==> config.mk <==
export PLATFORM = sky130hd
export DESIGN_NAME = audio_dc_filter_flat
export DESIGN_NICKNAME = d
export VERILOG_FILES = /design/src/rtl/audio_dc_filter_pkg.sv /design/src/rtl/audio_dc_filter_if.sv /design/src/rtl/audio_tick_gen.sv /design/src/rtl/audio_dc_filter.sv /design/src/flat_wrapper.sv
export SDC_FILE = /design/constraint.sdc
export NUM_CORES = 1
export LEC_CHECK = 0
export CELL_PAD_IN_SITES_DETAIL_PLACEMENT = 1
export CELL_PAD_IN_SITES_GLOBAL_PLACEMENT = 1
export CORE_MARGIN = 4
export CORE_UTILIZATION = 50
export DETAILED_ROUTE_END_ITERATION = 6
export GPL_TIMING_DRIVEN = 0
export PLACE_DENSITY_LB_ADDON = 0.05
export SYNTH_ARGS = -nofsm -noshare
export SYNTH_HDL_FRONTEND = slang
export SYNTH_SLANG_ARGS = --single-unit
export TNS_END_PERCENT = 30
==> constraint.sdc <==
create_clock -name clk_sys -period 10.6 [get_ports clk_sys]
set_clock_uncertainty 0.05 [all_clocks]
set_input_delay 2.12 -clock clk_sys [delete_from_list [all_inputs] [get_ports clk_sys]]
set_output_delay 2.12 -clock clk_sys [all_outputs]
set_load 0.02 [all_outputs]
==> src/rtl/audio_dc_filter_pkg.sv <==
// Shared types and constants for the audio DC-blocking filter.
package audio_dcf_pkg;

    typedef logic signed [15:0] sample_t;

    typedef enum logic [2:0] {
        StIdle,
        StLatch,
        StCalcL,
        StCalcR,
        StEmit
    } dcf_state_t;

    localparam logic [15:0] MIDSCALE = 16'h8000;

    // Galois LFSR, taps 16,14,13,11 (right-shifting form)
    localparam logic [15:0] LFSR_SEED = 16'hACE1;
    localparam logic [15:0] LFSR_TAPS = 16'hB400;

    // Midscale-offset unsigned <-> two's complement is just an MSB flip
    function automatic sample_t to_signed(input logic [15:0] u);
        return {~u[15], u[14:0]};
    endfunction

    function automatic logic [15:0] to_unsigned(input sample_t s);
        return {~s[15], s[14:0]};
    endfunction

endpackage

==> src/rtl/audio_dc_filter_if.sv <==
// Sample-stream interface between the audio core, the DC filter and the compressor.
interface audio_dc_filter_if;

    logic        enable;
    logic        bypass;
    logic [15:0] in_l;
    logic [15:0] in_r;
    logic [15:0] out_l;
    logic [15:0] out_r;
    logic        sample_stb;

    modport master (
        output enable, bypass, in_l, in_r,
        input  out_l, out_r, sample_stb
    );

    modport slave (
        input  enable, bypass, in_l, in_r,
        output out_l, out_r, sample_stb
    );

endinterface

==> src/rtl/audio_tick_gen.sv <==
// Drift-free fractional sample-rate tick generator (phase accumulator).
module audio_tick_gen #(
    parameter int unsigned CLK_RATE    = 28000000,
    parameter int unsigned SAMPLE_RATE = 48000
) (
    input  logic clk_sys,
    input  logic reset_n,
    input  logic enable,
    output logic tick
);

    logic [31:0] acc_q, acc_d;
    logic [32:0] sum;

    assign sum = {1'b0, acc_q} + 33'(SAMPLE_RATE);

    // Advance the accumulator; wrap by CLK_RATE and tick on overflow
    always_comb begin
        tick  = 1'b0;
        acc_d = acc_q;
        if (enable) begin
            if (sum >= 33'(CLK_RATE)) begin
                tick  = 1'b1;
                acc_d = 32'(sum - 33'(CLK_RATE));
            end else begin
                acc_d = sum[31:0];
            end
        end
    end

    // Accumulator register
    always_ff @(posedge clk_sys or negedge reset_n) begin
        if (!reset_n) begin
            acc_q <= '0;
        end else begin
            acc_q <= acc_d;
        end
    end

endmodule

==> src/rtl/audio_dc_filter.sv <==
// DC-blocking one-pole high-pass filter for stereo 16-bit audio, one shared
// datapath time-multiplexed over L then R.
// Optional build macro AUDIO_DCF_DITHER_EN adds LFSR dither before saturation.
module audio_dc_filter
    import audio_dcf_pkg::*;
#(
    parameter int unsigned CLK_RATE    = 28000000,
    parameter int unsigned SAMPLE_RATE = 48000,
    parameter int unsigned K_SHIFT     = 10
) (
    input logic              clk_sys,
    input logic              reset_n,
    audio_dc_filter_if.slave aud
);

    localparam int unsigned DW = 16 + K_SHIFT;

    // The FSM needs 5 cycles per sample, so a tick can never land outside IDLE
    if ((CLK_RATE / SAMPLE_RATE) < 8) begin : g_bad_ratio
        $error("audio_dc_filter: CLK_RATE/SAMPLE_RATE must be at least 8");
    end
    if ((K_SHIFT < 4) || (K_SHIFT > 15)) begin : g_bad_kshift
        $error("audio_dc_filter: K_SHIFT must be in 4..15");
    end

    logic tick;

    audio_tick_gen #(
        .CLK_RATE   (CLK_RATE),
        .SAMPLE_RATE(SAMPLE_RATE)
    ) u_tick_gen (
        .clk_sys(clk_sys),
        .reset_n(reset_n),
        .enable (aud.enable),
        .tick   (tick)
    );

    dcf_state_t           state_q, state_d;
    logic [15:0]          in_l_q, in_r_q;
    logic signed [DW-1:0] dc_l_q, dc_r_q;
    sample_t              y_l_q;
    logic [15:0]          out_l_q, out_r_q;
    logic                 stb_q;

    logic                 sel_r;
    sample_t              x, d_hi, y_filt, y;
    logic signed [DW-1:0] d_cur, d_new;
    logic signed [DW:0]   x_ext, d_ext, err, step, d_sum;
    logic signed [17:0]   y_wide;

`ifdef AUDIO_DCF_DITHER_EN
    logic [15:0]       lfsr_q;
    logic signed [1:0] dith;

    assign dith = sel_r ? lfsr_q[3:2] : lfsr_q[1:0];
`endif

    // Shared filter datapath: output uses the pre-update DC estimate
    always_comb begin
        sel_r  = (state_q == StCalcR);
        x      = to_signed(sel_r ? in_r_q : in_l_q);
        d_cur  = sel_r ? dc_r_q : dc_l_q;
        d_hi   = d_cur[DW-1:K_SHIFT];
        y_wide = {{2{x[15]}}, x} - {{2{d_hi[15]}}, d_hi};
`ifdef AUDIO_DCF_DITHER_EN
        y_wide = y_wide + {{16{dith[1]}}, dith};
`endif
        if (y_wide > 18'sd32767) begin
            y_filt = 16'sh7FFF;
        end else if (y_wide < -18'sd32768) begin
            y_filt = 16'sh8000;
        end else begin
            y_filt = y_wide[15:0];
        end
        y     = aud.bypass ? x : y_filt;
        // d += ((x << K) - d) >>> K, one guard bit so the error cannot wrap
        x_ext = {x[15], x, {K_SHIFT{1'b0}}};
        d_ext = {d_cur[DW-1], d_cur};
        err   = x_ext - d_ext;
        step  = err >>> K_SHIFT;
        d_sum = d_ext + step;
        d_new = d_sum[DW-1:0];
    end

    // Sequencer: a tick arriving outside IDLE is simply ignored
    always_comb begin
        state_d = state_q;
        unique case (state_q)
            StIdle:  if (tick) state_d = StLatch;
            StLatch: state_d = StCalcL;
            StCalcL: state_d = StCalcR;
            StCalcR: state_d = StEmit;
            StEmit:  state_d = StIdle;
            default: state_d = StIdle;
        endcase
    end

    // State register
    always_ff @(posedge clk_sys or negedge reset_n) begin
        if (!reset_n) begin
            state_q <= StIdle;
        end else begin
            state_q <= state_d;
        end
    end

    // Input latch, per-channel DC estimates and the held left result
    always_ff @(posedge clk_sys or negedge reset_n) begin
        if (!reset_n) begin
            in_l_q <= MIDSCALE;
            in_r_q <= MIDSCALE;
            dc_l_q <= '0;
            dc_r_q <= '0;
            y_l_q  <= '0;
        end else begin
            if (state_q == StLatch) begin
                in_l_q <= aud.in_l;
                in_r_q <= aud.in_r;
            end
            if (state_q == StCalcL) begin
                dc_l_q <= d_new;
                y_l_q  <= y;
            end
            if (state_q == StCalcR) begin
                dc_r_q <= d_new;
            end
        end
    end

    // Outputs load together so they are valid for the whole EMIT cycle with the strobe
    always_ff @(posedge clk_sys or negedge reset_n) begin
        if (!reset_n) begin
            out_l_q <= MIDSCALE;
            out_r_q <= MIDSCALE;
            stb_q   <= 1'b0;
        end else begin
            stb_q <= (state_q == StCalcR);
            if (state_q == StCalcR) begin
                out_l_q <= to_unsigned(y_l_q);
                out_r_q <= to_unsigned(y);
            end
        end
    end

`ifdef AUDIO_DCF_DITHER_EN
    // Dither source steps once per emitted sample
    always_ff @(posedge clk_sys or negedge reset_n) begin
        if (!reset_n) begin
            lfsr_q <= LFSR_SEED;
        end else if (state_q == StEmit) begin
            lfsr_q <= (lfsr_q >> 1) ^ (lfsr_q[0] ? LFSR_TAPS : 16'h0000);
        end
    end
`endif

    assign aud.out_l      = out_l_q;
    assign aud.out_r      = out_r_q;
    assign aud.sample_stb = stb_q;

endmodule

==> src/flat_wrapper.sv <==
// flat-port wrapper written by rule: the top's interface ports become plain ports
module audio_dc_filter_flat import audio_dcf_pkg::*;
#(
    parameter int unsigned CLK_RATE    = 28000000,
    parameter int unsigned SAMPLE_RATE = 48000,
    parameter int unsigned K_SHIFT     = 10
)
  (clk_sys, reset_n, aud_enable, aud_bypass, aud_in_l, aud_in_r, aud_out_l, aud_out_r, aud_sample_stb);
  audio_dc_filter_if aud_i ();
  input logic clk_sys;
  input logic reset_n;
  input wire logic [$bits(aud_i.enable)-1:0] aud_enable;
  input wire logic [$bits(aud_i.bypass)-1:0] aud_bypass;
  input wire logic [$bits(aud_i.in_l)-1:0] aud_in_l;
  input wire logic [$bits(aud_i.in_r)-1:0] aud_in_r;
  output wire logic [$bits(aud_i.out_l)-1:0] aud_out_l;
  output wire logic [$bits(aud_i.out_r)-1:0] aud_out_r;
  output wire logic [$bits(aud_i.sample_stb)-1:0] aud_sample_stb;
  assign aud_i.enable = aud_enable;
  assign aud_i.bypass = aud_bypass;
  assign aud_i.in_l = aud_in_l;
  assign aud_i.in_r = aud_in_r;
  assign aud_out_l = aud_i.out_l;
  assign aud_out_r = aud_i.out_r;
  assign aud_sample_stb = aud_i.sample_stb;
  audio_dc_filter #(.CLK_RATE(CLK_RATE), .SAMPLE_RATE(SAMPLE_RATE), .K_SHIFT(K_SHIFT)) u_core (.clk_sys(clk_sys), .reset_n(reset_n), .aud(aud_i));
endmodule
# After elaboration in Yosys (flattened, before gate mapping)
# Cells that the tools add are included.
[op_classes] add_sub_neg=5 multipliers=0 div_mod_pow=0 n_lt_le_gt_ge=3 n_eq_ne=4 shift=0 n_mux=10 bitwise_logic=3 reduce_logical=1
[ops] op="2-to-1 mux 16 bit" count=4
[ops] op="adder 32 x 16 -> 33 bit, second input constant" count=1
[ops] op=">= comparator 33 x 25 -> 1 bit, second input constant" count=1
[ops] op="2-to-1 mux 32 bit" count=1
[ops] op="subtractor 32 x 25 -> 32 bit, second input constant" count=1
[ops] op="subtractor 26 x 26 -> 27 bit" count=1
[ops] op="adder 26 x 17 -> 26 bit" count=1
[ops] op="2-to-1 mux 26 bit" count=1
[ops] op="greater-than comparator 18 x 16 -> 1 bit, second input constant" count=1
[ops] op="< comparator 18 x 16 -> 1 bit, second input constant" count=1
[ops] op="subtractor 16 x 16 -> 17 bit" count=1
[ops] op="case mux 3 bit (4 select lines)" count=1
[ops] op="equality test 3 x 2 -> 1 bit, second input constant" count=2
[ops] op="equality test 3 x 1 -> 1 bit, second input constant" count=1
[ops] op="logical NOT 3 bit" count=1
[ops] op="2-to-1 mux 3 bit" count=1
[ops] op="inverter 1 bit" count=3
[ops] op="2-to-1 mux 1 bit" count=2
[ops] op="inequality test 2 x 1 -> 1 bit, second input constant" count=1
[word_totals] regBits=168 latch_bits=0 mem_bits_rw=0 rom_bits=0 input_bits=36 out_inout_bits=33 elab_cells=36 mem_count=0

# Longest topological paths before layout
[logic_depth] ltp_word=9 mapped_depth=32 mapped_depth_nobuf=26

# By module
# Synthesis repeated with hierarchy kept, for this count alone.
[unflattened] hier_cells=1374 hier_area_um2=11700.0
[by_module_without_submodules] mod="audio_dc_filter" instances=1 cells_per_inst=1062 area_per_inst_um2=9105.0 seq_area_each_um2=3408.3
[by_module_without_submodules] mod="audio_tick_gen" instances=1 cells_per_inst=312 area_per_inst_um2=2595.0 seq_area_each_um2=625.6

# Worst setup path before layout
# OpenSTA, ideal clock, no wires.
[synth_path] path_type="reg2reg" from="register u_core.state_q[1]" to="register u_core.dc_l_q[22]" setup_ns=0.135 arrival_ns=5.644 t_required_ns=10.415 slack_ns=4.772 path_stages_with_launch=32 n_path_buf=7 synth_period_minus_slack_ns=5.828 path_cell_list="dfrtp_1 -> nand3b_4 -> buf_6 -> buf_6 -> buf_6 -> clkbuf_1 -> buf_6 -> clkbuf_1 -> nand2_1 -> nand2_1 -> inv_1 -> ha_1 -> buf_4 -> nor2b_1 -> a221o_1 -> a21o_2 -> a21o_1 -> a21oi_1 -> nor2_1 -> nor3_1 -> xnor2_1 -> ha_1 -> nor2b_1 -> o21ai_0 -> nand2b_1 -> or3_1 -> o21a_1 -> nand4_1 -> nand3b_1 -> a41oi_1 -> xor2_1 -> o21ai_0"
[synth_between] elab_chain_cells=5 word_cells_on_any_way=7 classes_between="add/sub (2); eq/ne (2); mux (2); bitwise (1)"
[synth_rtl] element="start, declared" line="audio_dc_filter.sv:38" text="dcf_state_t state_q, state_d;"
[synth_rtl] element="start signal, assigned" line="audio_dc_filter.sv:101" text="state_q <= StIdle;"
[synth_rtl] element="start signal, assigned" line="audio_dc_filter.sv:103" text="state_q <= state_d;"
[synth_rtl] element="equality test 3 x 2 -> 1 bit" line="audio_dc_filter.sv:60" text="sel_r = (state_q == StCalcR);"
[synth_rtl] element="2-to-1 mux 16 bit" line="audio_dc_filter.sv:61" text="x = to_signed(sel_r ? in_r_q : in_l_q);"
[synth_rtl] element="inverter 1 bit" line="audio_dc_filter_pkg.sv:22" text="return {~u[15], u[14:0]};"
[synth_rtl] element="subtractor 26 x 26 -> 27 bit" line="audio_dc_filter.sv:79" text="err = x_ext - d_ext;"
[synth_rtl] element="adder 26 x 17 -> 26 bit" line="audio_dc_filter.sv:81" text="d_sum = d_ext + step;"
[synth_rtl] element="end signal, assigned" line="audio_dc_filter.sv:121" text="dc_l_q <= d_new;"
[synth_rtl] element="end, declared" line="audio_dc_filter.sv:40" text="logic signed [DW-1:0] dc_l_q, dc_r_q;"
# Parallel ways exist; a longest one is shown, timed or not.
# A chain may end at the register's enable or synchronous reset.

# Worst setup path in the final report
[layout_path] from="register u_core.state_q[1]" to="register u_core.dc_l_q[25]"
# The elaborated chain is that of the path after synthesis.

==> Flow_metrics.wiki <==
{| class="wikitable"
! Metric !! Value
|-
| Number of cells on the worst reg-to-reg path || 32
|-
| Root buf cell || sky130_fd_sc_hd__clkbuf_16
|-
| Unrepaired setup endpoints after global routing || false
|-
| Sum of overflow across all layers after global routing || 0
|-
| Worst Setup Start Kind || flop
|-
| Register bit total from synthesis || 161
|-
| Type of destination of the critical path || flop
|-
| Main flop type after synthesis || sky130_fd_sc_hd__dfrtp_1
|-
| Distinct cell type count of the synthesized netlist || 97
|-
| Relative area change from synthesis to final layout || 14.26%
|-
| Core Footprint || 22570 µm²
|-
| Hold/Removal Path Class || flop to flop
|-
| Hold Vio Cnt, Final || 0
|-
| Maximum fanout along the worst path || 10
|-
| Minimum clock period || 7.735 ns
|-
| Drt initial violations || 768
|-
| RR Endpoint || u_core.dc_l_q[25]$_DFFE_PN0P_
|-
| Total CTS buffers || 17
|-
| Last weighted congestion value of the routability-driven placer || 0.9728
|-
| HPWL Detailed || 30.50 mm
|-
| Syn_area_per_cell || 8.372 µm²
|-
| Maximum number of buffers from clock root to sink || 2
|-
| Family of cells with the greatest summed delay on the critical path || buffers and inverters
|-
| Nets in the synthesized netlist || about 1400
|-
| Proportion of layout cells with a drive suffix above 1 || 0.08924
|-
| Setup tns final || 0 ns
|-
| Endpoint of the worst hold-timing path || u_core.aud.out_l[15]$_DFFE_PN1P_
|-
| Hold_buf cts || 0
|-
| Critical path data required time || 10.91 ns
|-
| Via count of the first global-routing pass || 11200
|-
| Period Utilization, post-route || 0.7297
|-
| Syn. warnings || 0
|-
| Worst reg2reg setup slack || 2.87 ns
|-
| Clock latency of the later-clocked register in the worst-skew pair || about 0.45 ns
|-
| Vertical die dimension || roughly 160 µm
|-
| Final count of negative-setup-slack endpoints || 0
|-
| Area of the mapped netlist || 11460 µm²
|-
| Arrival time reported for the critical path endpoint || around 8 ns
|-
| Met2 routed WL || between 15 and 20 mm
|-
| Row Count || 55
|-
| Startpoint of the most critical register-to-register path || u_core.state_q[1]$_DFFE_PN0P_
|-
| Io pins || between 60 and 70
|-
| Number of enable flip-flop cells after synthesis || 0
|-
| Sinks on Clock Net || 161
|-
| Top Layer Used || met4
|-
| Kind of critical path || flop to flop
|-
| Number of stages on the worst hold path || 1
|-
| Die Footprint || between 20000 and 30000 µm²
|-
| Wire length of the first global-routing pass || about 63 mm
|-
| Post-route met1 wirelength || 18.10 mm
|-
| Clock tree from TritonCTS || yes
|-
| Number of search-and-repair iterations in the first detailed-routing pass || 7
|-
| Count of unresolved DRC violations after routing || 0
|-
| Global router's overall resource usage || 0.3159
|-
| Worst hold-check slack || 0.4073 ns
|-
| Met3 wire len || 2.467 mm
|-
| Share of flip-flops with an asynchronous set or reset || 1.000
|-
| Outcome || finished, final reports clean
|-
| Worst relative slew slack || 0.2554
|-
| Total of cells resized after clock tree synthesis || 0
|-
| H-tree depth reported by CTS || 4
|-
| Maximum number of pins on one net before global-route repair || about 90
|-
| Number of input and output port buffers inserted || 66
|-
| Hold Path Origin || u_core.y_l_q[15]$_DFFE_PN0P_
|-
| Slew at the pin closest to its max-slew limit || between 1 and 1.5 ns
|-
| Ant. Diodes || 0
|-
| Critical path depth || 32
|-
| Horizontal extent of the die || ~160 µm
|-
| Clock transition time at the flip-flop clock pins of the worst setup and hold paths || 0.07 ns
|-
| Ratio of routed vias to standard cells || 6.172
|-
| Routed wirelength normalized by instance count || 22.94 µm
|-
| Number of instances in the synthesized netlist || about 1400
|-
| Total number of nets in the final design || 1528
|-
| Count of buffering cells on the critical path with inverters included || 8
|-
| Sequential area share after synthesis || 0.3520
|-
| Wire length after detailed routing || 40.21 mm
|-
| Peak Freq || 129.3 MHz
|-
| Number of antenna violations at the first check in global routing || 0
|-
| Worst path most repeated cell || sky130_fd_sc_hd__buf_6
|-
| Total number of vias || ~11000
|-
| Count of maximum capacitance violations || 0
|-
| Slowest stage delay, CP || 0.61 ns
|-
| Count of buffers added by post-CTS timing repair for setup || 0
|-
| Starting density of the core || 0.5078
|-
| Cell with the largest stage delay on the worst path || sky130_fd_sc_hd__clkbuf_1
|-
| Critical path launch point || u_core.state_q[1]$_DFFE_PN0P_
|-
| Final Slew Violations || 0
|-
| Remaining antenna violation count || 0
|}
routing by layer:
metal,global-route usage,vias up
met5,0,-
met4,0.1152,0
met3,0.05850,88
met2,0.5016,336
met1,0.4342,5410
li1,-,4985
worst max path at each step:
stage	to	slack, ns
global route	u_core.dc_l_q[25]$_DFFE_PN0P_	2.41
finish	u_core.dc_l_q[25]$_DFFE_PN0P_	2.87
detailed placement	u_core.dc_l_q[25]$_DFFE_PN0P_	3.04
CTS	u_core.dc_l_q[25]$_DFFE_PN0P_	2.94
floorplan	u_core.dc_l_q[22]$_DFFE_PN0P_	4.77
global placement	u_core.dc_l_q[21]$_DFFE_PN0P_	0.69
logic make-up after synthesis:
logic type                 Yosys count  synth area share
DFF                                161            0.3520
adders and majority gates           45           0.04804
and+or+nand+nor                    524            0.2103
xor gates and xnor gates           107           0.08373
muxes                               66           0.06277
buffers and inverters              115           0.04498
AOI/OAI and AO/OA                  351            0.1983
cell usage after synthesis, drive strengths merged (19+ instances only):
| library cell | instances | share of area |
|---|---|---|
| buf | 19 | 0.011 |
| nand2 | 271 | 0.089 |
| nor3 | 32 | 0.014 |
| o21ai | 125 | 0.055 |
| clkbuf | 42 | 0.016 |
| a21oi | 80 | 0.035 |
| a21o | 22 | 0.015 |
| nand2b | 20 | 0.011 |
| xor2 | 36 | 0.028 |
| ha | 36 | 0.039 |
| dfrtp | 157 | 0.34 |
| xnor2 | 70 | 0.054 |
| inv | 53 | 0.018 |
| nor2 | 79 | 0.026 |
| nand3 | 24 | 0.011 |
| mux2i | 29 | 0.026 |
| mux2 | 37 | 0.036 |
placed cells by master, fill, tap and decap left out, types with 8 or more instances in the layout:
| cell | instances |
|---|---|
| sky130_fd_sc_hd__a211oi_1 | 13 |
| sky130_fd_sc_hd__a21o_1 | 21 |
| sky130_fd_sc_hd__a21oi_1 | 79 |
| sky130_fd_sc_hd__and2_1 | 10 |
| sky130_fd_sc_hd__and3_1 | 10 |
| sky130_fd_sc_hd__clkbuf_1 | 40 |
| sky130_fd_sc_hd__clkbuf_16 | 17 |
| sky130_fd_sc_hd__clkdlybuf4s50_1 | 65 |
| sky130_fd_sc_hd__dfrtp_1 | 157 |
| sky130_fd_sc_hd__ha_1 | 36 |
| sky130_fd_sc_hd__inv_1 | 51 |
| sky130_fd_sc_hd__maj3_1 | 8 |
| sky130_fd_sc_hd__mux2_2 | 37 |
| sky130_fd_sc_hd__mux2i_1 | 28 |
| sky130_fd_sc_hd__nand2_1 | 270 |
| sky130_fd_sc_hd__nand2b_1 | 19 |
| sky130_fd_sc_hd__nand3_1 | 23 |
| sky130_fd_sc_hd__nand4_1 | 16 |
| sky130_fd_sc_hd__nor2_1 | 78 |
| sky130_fd_sc_hd__nor2b_1 | 11 |
| sky130_fd_sc_hd__nor3_1 | 32 |
| sky130_fd_sc_hd__nor4_1 | 10 |
| sky130_fd_sc_hd__o211ai_1 | 15 |
| sky130_fd_sc_hd__o21a_1 | 9 |
| sky130_fd_sc_hd__o21ai_0 | 115 |
| sky130_fd_sc_hd__o21ai_1 | 10 |
| sky130_fd_sc_hd__o31ai_1 | 16 |
| sky130_fd_sc_hd__or2_2 | 8 |
| sky130_fd_sc_hd__or3_1 | 8 |
| sky130_fd_sc_hd__xnor2_1 | 69 |
| sky130_fd_sc_hd__xor2_1 | 36 |
layout make-up:
cell class,count,area (µm²)
multi-input combinational,1093,6912
sequential,161,4034
fill,2720,9477
clock inverter,15,158.9
timing repair buffer,67,693.2
buffer,62,314.1
tap,285,356.6
inverter,53,201.4
clock buffer,17,425.4
sequential cells by signal (all words and copies together), names as in the netlist:
| register | flops |
|---|---|
| u_core.aud.out_l | 16 |
| u_core.y_l_q | 16 |
| u_core.dc_r_q | 26 |
| u_core.in_r_q | 16 |
| u_core.aud.out_r | 16 |
| u_core.state_q | 3 |
| u_core.aud.sample_stb | 1 |
| u_core.in_l_q | 16 |
| u_core.dc_l_q | 26 |
| u_core.u_tick_gen.acc_q | 25 |
stage by stage:
stage,utilization,cells,worst slack (ns),cell area (µm²)
6_report,0.5802,1753,2.865,13100
5_1_grt,0.5802,1753,2.410,13100
4_1_cts,0.5802,1753,2.938,13100
3_5_place_dp,0.5543,1721,3.041,12510
3_3_place_gp,0.5528,1720,0.6915,12480
2_1_floorplan,-,1369,4.772,11460
Power is not shown: default switching activity piles up to over one toggle a cycle in this logic, so the estimate is an artifact.
